==> src/rtl/dump_tx_pkg.sv <==
// Shared types and constants for the capture-dump UART transmitter.
package dump_tx_pkg;

  typedef enum logic [1:0] {
    IDLE  = 2'd0,
    START = 2'd1,
    DATA  = 2'd2,
    STOP  = 2'd3
  } tx_state_t;

  localparam int DEFAULT_BAUD_DIV = 2604;
  localparam int FRAME_BITS       = 10;

endpackage

==> src/rtl/dump_uart_tx_if.sv <==
// Dump handshake between the capture unit (master) and the UART transmitter (slave).
interface dump_uart_tx_if;
  logic [7:0] dump_data;
  logic       send_dump;
  logic       dump_sent;
  logic       busy;

  modport master (output dump_data, output send_dump, input dump_sent, input busy);
  modport slave  (input dump_data, input send_dump, output dump_sent, output busy);
endinterface

==> src/rtl/dump_baud_gen.sv <==
// Bit-period timer: counts 0..BAUD_DIV-1 and flags the last count of each period.
module dump_baud_gen #(
  parameter int BAUD_DIV = 2604
) (
  input  logic clk,
  input  logic rst_n,
  input  logic clr,
  output logic tick
);
  localparam int CW = $clog2(BAUD_DIV);
  localparam logic [CW-1:0] LAST = CW'(BAUD_DIV - 1);

  logic [CW-1:0] count_reg;

  always_ff @(posedge clk or negedge rst_n) begin
    if (!rst_n) begin
      count_reg <= '0;
    end else if (clr || count_reg == LAST) begin
      count_reg <= '0;
    end else begin
      count_reg <= count_reg + 1'b1;
    end
  end

  assign tick = (count_reg == LAST);
endmodule

==> src/rtl/dump_uart_tx.sv <==
// 8N1 serial transmitter for the capture dump; one byte per accepted send_dump,
// dump_sent pulses once the stop bit has been fully driven.
module dump_uart_tx
  import dump_tx_pkg::*;
#(
  parameter int BAUD_DIV = DEFAULT_BAUD_DIV
) (
  input  logic          clk,
  input  logic          rst_n,
  dump_uart_tx_if.slave dump,
  output logic          TX
);
  localparam logic [3:0] LAST_BIT = 4'(FRAME_BITS - 3);

  tx_state_t  state_reg, state_next;
  logic [7:0] shift_reg, shift_next;
  logic [3:0] bit_cnt_reg, bit_cnt_next;
  logic       tx_reg, tx_next;
  logic       busy_reg, busy_next;
  logic       sent_reg, sent_next;
  logic       baud_clr;
  logic       tick;

  dump_baud_gen #(.BAUD_DIV(BAUD_DIV)) u_baud (
    .clk   (clk),
    .rst_n (rst_n),
    .clr   (baud_clr),
    .tick  (tick)
  );

  always_ff @(posedge clk or negedge rst_n) begin
    if (!rst_n) begin
      state_reg   <= IDLE;
      shift_reg   <= '0;
      bit_cnt_reg <= '0;
      tx_reg      <= 1'b1;
      busy_reg    <= 1'b0;
      sent_reg    <= 1'b0;
    end else begin
      state_reg   <= state_next;
      shift_reg   <= shift_next;
      bit_cnt_reg <= bit_cnt_next;
      tx_reg      <= tx_next;
      busy_reg    <= busy_next;
      sent_reg    <= sent_next;
    end
  end

  always_comb begin
    state_next   = state_reg;
    shift_next   = shift_reg;
    bit_cnt_next = bit_cnt_reg;
    baud_clr     = 1'b0;
    sent_next    = 1'b0;

    case (state_reg)
      IDLE: begin
        if (dump.send_dump) begin
          state_next   = START;
          shift_next   = dump.dump_data;
          bit_cnt_next = '0;
          baud_clr     = 1'b1;
        end
      end
      START: begin
        if (tick) state_next = DATA;
      end
      DATA: begin
        if (tick) begin
          shift_next   = {1'b0, shift_reg[7:1]};
          bit_cnt_next = bit_cnt_reg + 4'd1;
          if (bit_cnt_reg == LAST_BIT) state_next = STOP;
        end
      end
      STOP: begin
        if (tick) begin
          state_next = IDLE;
          sent_next  = 1'b1;
        end
      end
      default: state_next = IDLE;
    endcase

    // Outputs are registered, so they are derived from where the FSM is heading.
    case (state_next)
      START:   tx_next = 1'b0;
      DATA:    tx_next = shift_next[0];
      default: tx_next = 1'b1;
    endcase
    busy_next = (state_next != IDLE);
  end

  assign TX             = tx_reg;
  assign dump.busy      = busy_reg;
  assign dump.dump_sent = sent_reg;
endmodule

==> src/flat_wrapper.sv <==
// flat-port wrapper written by rule: the top's interface ports become plain ports
module dump_uart_tx_flat import dump_tx_pkg::*;
#(
  parameter int BAUD_DIV = DEFAULT_BAUD_DIV
)
  (clk, rst_n, TX, dump_dump_data, dump_send_dump, dump_dump_sent, dump_busy);
  dump_uart_tx_if dump_i ();
  input  logic clk;
  input  logic rst_n;
  output logic TX;
  input wire logic [$bits(dump_i.dump_data)-1:0] dump_dump_data;
  input wire logic [$bits(dump_i.send_dump)-1:0] dump_send_dump;
  output wire logic [$bits(dump_i.dump_sent)-1:0] dump_dump_sent;
  output wire logic [$bits(dump_i.busy)-1:0] dump_busy;
  assign dump_i.dump_data = dump_dump_data;
  assign dump_i.send_dump = dump_send_dump;
  assign dump_dump_sent = dump_i.dump_sent;
  assign dump_busy = dump_i.busy;
  dump_uart_tx #(.BAUD_DIV(BAUD_DIV)) u_core (.clk(clk), .rst_n(rst_n), .dump(dump_i), .TX(TX));
endmodule
==> config.mk <==
export PLATFORM = sky130hd
export DESIGN_NAME = dump_uart_tx_flat
export DESIGN_NICKNAME = d
export VERILOG_FILES = /design/src/rtl/dump_tx_pkg.sv /design/src/rtl/dump_uart_tx_if.sv /design/src/rtl/dump_baud_gen.sv /design/src/rtl/dump_uart_tx.sv /design/src/flat_wrapper.sv
export SDC_FILE = /design/constraint.sdc
export NUM_CORES = 1
export LEC_CHECK = 0
export BUFFER_PORTS_ARGS = -buffer_cell sky130_fd_sc_hd__buf_2
export CORE_ASPECT_RATIO = 0.8
export CORE_MARGIN = 4
export CORE_UTILIZATION = 65
export CTS_BUF_LIST = sky130_fd_sc_hd__clkbuf_2 sky130_fd_sc_hd__clkbuf_4 sky130_fd_sc_hd__clkbuf_8
export DETAILED_ROUTE_END_ITERATION = 8
export GPL_TIMING_DRIVEN = 0
export PLACE_DENSITY = 0.89
export RECOVER_POWER = 50
export SLEW_MARGIN = 0
export SYNTH_ARGS = -nofsm -noshare
export SYNTH_HDL_FRONTEND = slang
export SYNTH_HIERARCHICAL = 1
export SYNTH_SLANG_ARGS = --single-unit
==> constraint.sdc <==
create_clock -name clk -period 4.2 [get_ports clk]
set_clock_uncertainty 0.05 [all_clocks]
set_input_delay 0.42 -clock clk [delete_from_list [all_inputs] [get_ports clk]]
set_output_delay 0.42 -clock clk [all_outputs]
set_load 0.01 [all_outputs]
## Yosys cells after proc, flatten, opt, wreduce, memory -nomap -nowiden

Cells that the tools add are included.

| operators by class | value |
|---|---|
| add/subtract/negate cells | 2 |
| muxes and demuxes | 18 |
| equality and inequality tests | 9 |
| reduce and logical (&&, ||, !) cells | 5 |

Operator list:

| operator | number |
|---|---|
| two-way mux 8 bit | 2 |
| one-hot mux 8 bit (2 select lines) | 1 |
| adder 12 x 1 -> 12 bit (second input constant) | 1 |
| equality test 12 bit (second input constant) | 1 |
| two-way mux 12 bit | 1 |
| two-way mux 2 bit | 5 |
| two-way mux 4 bit | 2 |
| one-hot mux 2 bit (4 select lines) | 1 |
| one-hot mux 4 bit (2 select lines) | 1 |
| equality test 2 bit (second input constant) | 3 |
| adder 4 x 1 -> 4 bit (second input constant) | 1 |
| equality test 2 x 1 -> 1 bit (second input constant) | 2 |
| equality test 4 x 3 -> 1 bit (second input constant) | 1 |
| two-way mux 1 bit | 4 |
| nonzero test 2 bit | 2 |
| AND reduction 3 bit | 1 |
| logical NOT 2 bit | 1 |
| != test 2 x 1 -> 1 bit (second input constant) | 1 |
| != test 2 bit (second input constant) | 1 |
| one-hot mux 1 bit (2 select lines) | 1 |
| logical OR 1 bit | 1 |

| word-level totals | value |
|---|---|
| input port bits | 11 |
| logic and storage cells | 42 |
| output and inout bits | 3 |
| bits in registers | 29 |

## Logic depth before layout (Yosys ltp)

| depth | value |
|---|---|
| word-level depth | 6 |
| gate-level depth with buffers | 7 |

## Cells and area by module

Netlist, hierarchy kept.

By module, submodules not included:

| module | times used | cells an instance | area each (µm²) |
|---|---|---|---|
| dump_uart_tx | 1 | 73 | 827.0 |
| dump_baud_gen | 1 | 63 | 631.9 |

## Worst setup path after synthesis

No wires, ideal clock.

| timing | value |
|---|---|
| kind | register to register |
| start point | register u_core.u_baud.count_reg[8] |
| end point | register u_core.shift_reg[1] |
| data required time | 4.024 ns |
| path slack | 2.324 ns |
| stages on the path, launching flop included | 8 |
| setup time | 0.126 ns |
| path buffers | 2 |
| data arrival time | 1.700 ns |
| cell sequence | dfrtp_1 nor4b_1 and4_1 buf_2 and3b_1 buf_4 nor3_2 a221o_1 |

| on the way | value |
|---|---|
| word-level cells in the longest chain between the ends | 3 |

RTL lines:

| item | RTL line | RTL |
|---|---|---|
| start, declared | dump_baud_gen.sv:13 | `logic [CW-1:0] count_reg;` |
| start signal, assigned | dump_baud_gen.sv:21 | `count_reg <= count_reg + 1'b1;` |
| equality test 12 bit | dump_baud_gen.sv:25 | `assign tick = (count_reg == LAST);` |
| named net u_core.tick | dump_uart_tx.sv:22 | `logic tick;` |
| != test 2 x 1 -> 1 bit (no source line) | -- |  |
| AND reduction 3 bit (no source line) | -- |  |
| end signal, assigned | dump_uart_tx.sv:41 | `shift_reg <= shift_next;` |
| end, declared | dump_uart_tx.sv:16 | `logic [7:0] shift_reg, shift_next;` |

The timed path passes the listed nets, and every way through them passes these cells.
A chain may end at the register's enable or synchronous reset.

## Final worst setup path

Ends and elaborated chain as after synthesis.

==> results.yml <==
drt:
  routed_via_density: 6.16
  dr.pass1.iters: 4
  top_layer_used: "met4"
  vias: 1122
  wl_met2_um: 1210
  wl_met3_um: 148
  dr.first_iter.drc_count: 49
  post_drt_wl_per_cell_um: 14.7
  ant_nets: 0
  wl_um: 2680
  wl_met1_um: 1260
  post-route-drc-count: 0
critical_path:
  ff2ff_path_depth: 7
  cp.arrival_ns: 2.28
  worstSetupPathType: "reg2reg"
  critPathMaxStageDelay_ns: 0.45
  crit_chain: "nor4b_1 > and4_1 > buf_2 > and3b_1 > buf_4 > nor3_2 > a221o_1"
  critPathRequiredTime_ns: 4.36
  cpMaxStageDelayCell: "dfrtp_1"
  critPathMaxFanout: 9
  setup.worst_path.end_class: "register"
  worst_setup_path_start_kind: "register"
place:
  post-place-cells: 174
  port_buffers: 13
  hpwl_um: 1890
  place_ws_ns: 2.14
  gp_congestion: 0.910
  postPlaceCellArea_um2: 1560
clock_network:
  cts_sinks: 29
  clockBufferDepth: 2
  cts_hold_buffers: 0
  postCtsSetupBuffers: 0
  clkLatencyLatePin_ns: 0.33
  post_cts_resized: 0
  cts_made_buffers: 5
  cts-root-buf: "clkbuf_4"
  path_clk_slew_ns: 0.09
  cts_tree: "built"
  htreeDepth: 2
floorplan:
  fp.dieArea_um2: 3070
  io-pin-count: 14
  die_w_um: 61.0
  initial_core_util_pct: 68.2
  core_um2: 2140
  num_rows: 15
  fp.dieH_um: 50.4
layout:
  final_area_um2: 1610
  nets: 170
  layout-drive-gt1-share_pct: 22.3
  largest_reg_flops: 12
  stdcell_count: 182
  areaGrowthSynthToFinish_pct: 10.5
  final_common_cell: "dfrtp_1"
  diodes: 0
  mostFrequentLayoutCells: "dfrtp_1, buf_2, nor2_1"
grt:
  grt_max_degree: 30
  grt.total_usage_pct: 20.8
  grt_pass1_vias: 1027
  antenna_found_initial: 0
  grt_pass1_wl_um: 4540
  gr-total-overflow: 0
hold_path:
  min_path_cells: 2
  hold_class: "in2reg"
synth:
  synth.distinct_cells: 50
  ys_ff_latch: 29
  synth_ff_type: "dfrtp_1"
  synthCells: 136
  syn_nets: 150
  yosysWarnings: 6
  syn_area_um2: 1460
  ys_seq_area_share_pct: 49.8
  synth-edff-count: 0
  async_flop_share_pct: 100
  syn_avg_cell_area_um2: 10.7
job:
  maxCapViolCount: 0
status:
  status: "finished clean"
timing:
  rsz0062_at_grt: "false"
  max_slew_margin_pct: 1.46
  fin_crit_sh_pct: 50.5
  hold_viol_final: 0
  finalSetupViolations: 0
  fin_ws_ns: 2.08
  finalCriticalPeriod_ns: 2.12
  tightest_slew_ns: 1.48
  max_freq_mhz: 471
  finalSetupTns_ns: 0
  slew_viol_final: 0
power_and_ir_drop:
  leakage_uw: 0.000747
  max-vdd-ir-drop_mv: 0.422
  power.density_nw_per_um2: 425
logic make-up after synthesis:
family | after synthesis | synth area share (%)
adders and majority gates | 3 | 2.57
DFF | 29 | 49.8
buffers and inverters | 11 | 4.20
and+or+nand+nor | 48 | 20.4
AOI/OAI and AO/OA | 40 | 19.8
xor gates and xnor gates | 4 | 2.40
muxes | 1 | 0.772
worst max-delay path: cells and delay by family (launching register included):
kind            cells  cell delay (ns)
simple gates        4             0.88
flops               1             0.45
buf+inv             2             0.36
compound gates      1             0.25
cell type report:
cell class | count | area [µm²]
Buffer | 6 | 37.5
Clock buffer | 8 | 60.1
Fill cell | 148 | 527
Inverter | 5 | 23.8
Multi-Input combinational cell | 96 | 671
Sequential cell | 29 | 727
Tap cell | 25 | 31.3
Timing Repair Buffer | 13 | 62.6
per-layer routing:
layer / global-route usage, % / up-vias
met5: 0 / -
met4: 11.9 / 0
met3: 6.17 / 6
met2: 30.4 / 35
met1: 27.1 / 533
li1: - / 548
power by group:
part / internal [µW] / total (µW) / switching, µW
Sequential: 329 / 394 / 65.4
Combinational: 55.8 / 115 / 59.0
Clock: 85.9 / 176 / 90.3
synthesized netlist by cell type (2+ instances only):
cell	instances	share of area, %
dfrtp_1	28	48
a21o_1	5	2.6
nor2_1	10	2.6
xnor2_1	2	1.2
nand3b_1	3	1.5
buf_2	3	1.0
o21ai_1	2	0.69
o31ai_1	4	2.1
ha_1	3	2.6
a22o_1	8	4.8
nand3_1	8	2.7
nand2_1	6	1.5
o21ai_0	4	1.4
inv_1	4	1.0
a21oi_1	7	2.4
xor2_1	2	1.2
or4_1	2	1.0
or3_2	3	1.5
metrics by stage:
step	hold slack, ns	power (µW)	util [%]
after floorplan	0.0744	471	-
after global placement	0.409	503	72.7
after detailed placement	0.417	514	72.7
after CTS	0.0628	692	75.5
after global routing	0.268	735	75.4
final	0.282	685	75.4
worst paths after layout:
check / slack [ns] / startpoint / to
setup / recovery: 2.08 / u_core/u_baud/count_reg[8]$_DFF_PN0_ / u_core/shift_reg[1]$_DFFE_PN0P_
hold / removal: 0.28 / dump_dump_data[7] / u_core/shift_reg[7]$_DFFE_PN0P_
setup reg to reg: 2.08 / u_core/u_baud/count_reg[8]$_DFF_PN0_ / u_core/shift_reg[1]$_DFFE_PN0P_
hold reg to reg: 0.44 / u_core/shift_reg[3]$_DFFE_PN0P_ / u_core/shift_reg[3]$_DFFE_PN0P_
max in group asynchronous: 2.85 / rst_n / u_core/u_baud/count_reg[2]$_DFF_PN0_
min in group asynchronous: 0.38 / rst_n / u_core/u_baud/count_reg[10]$_DFF_PN0_
Power figures use the tool's default switching activity.
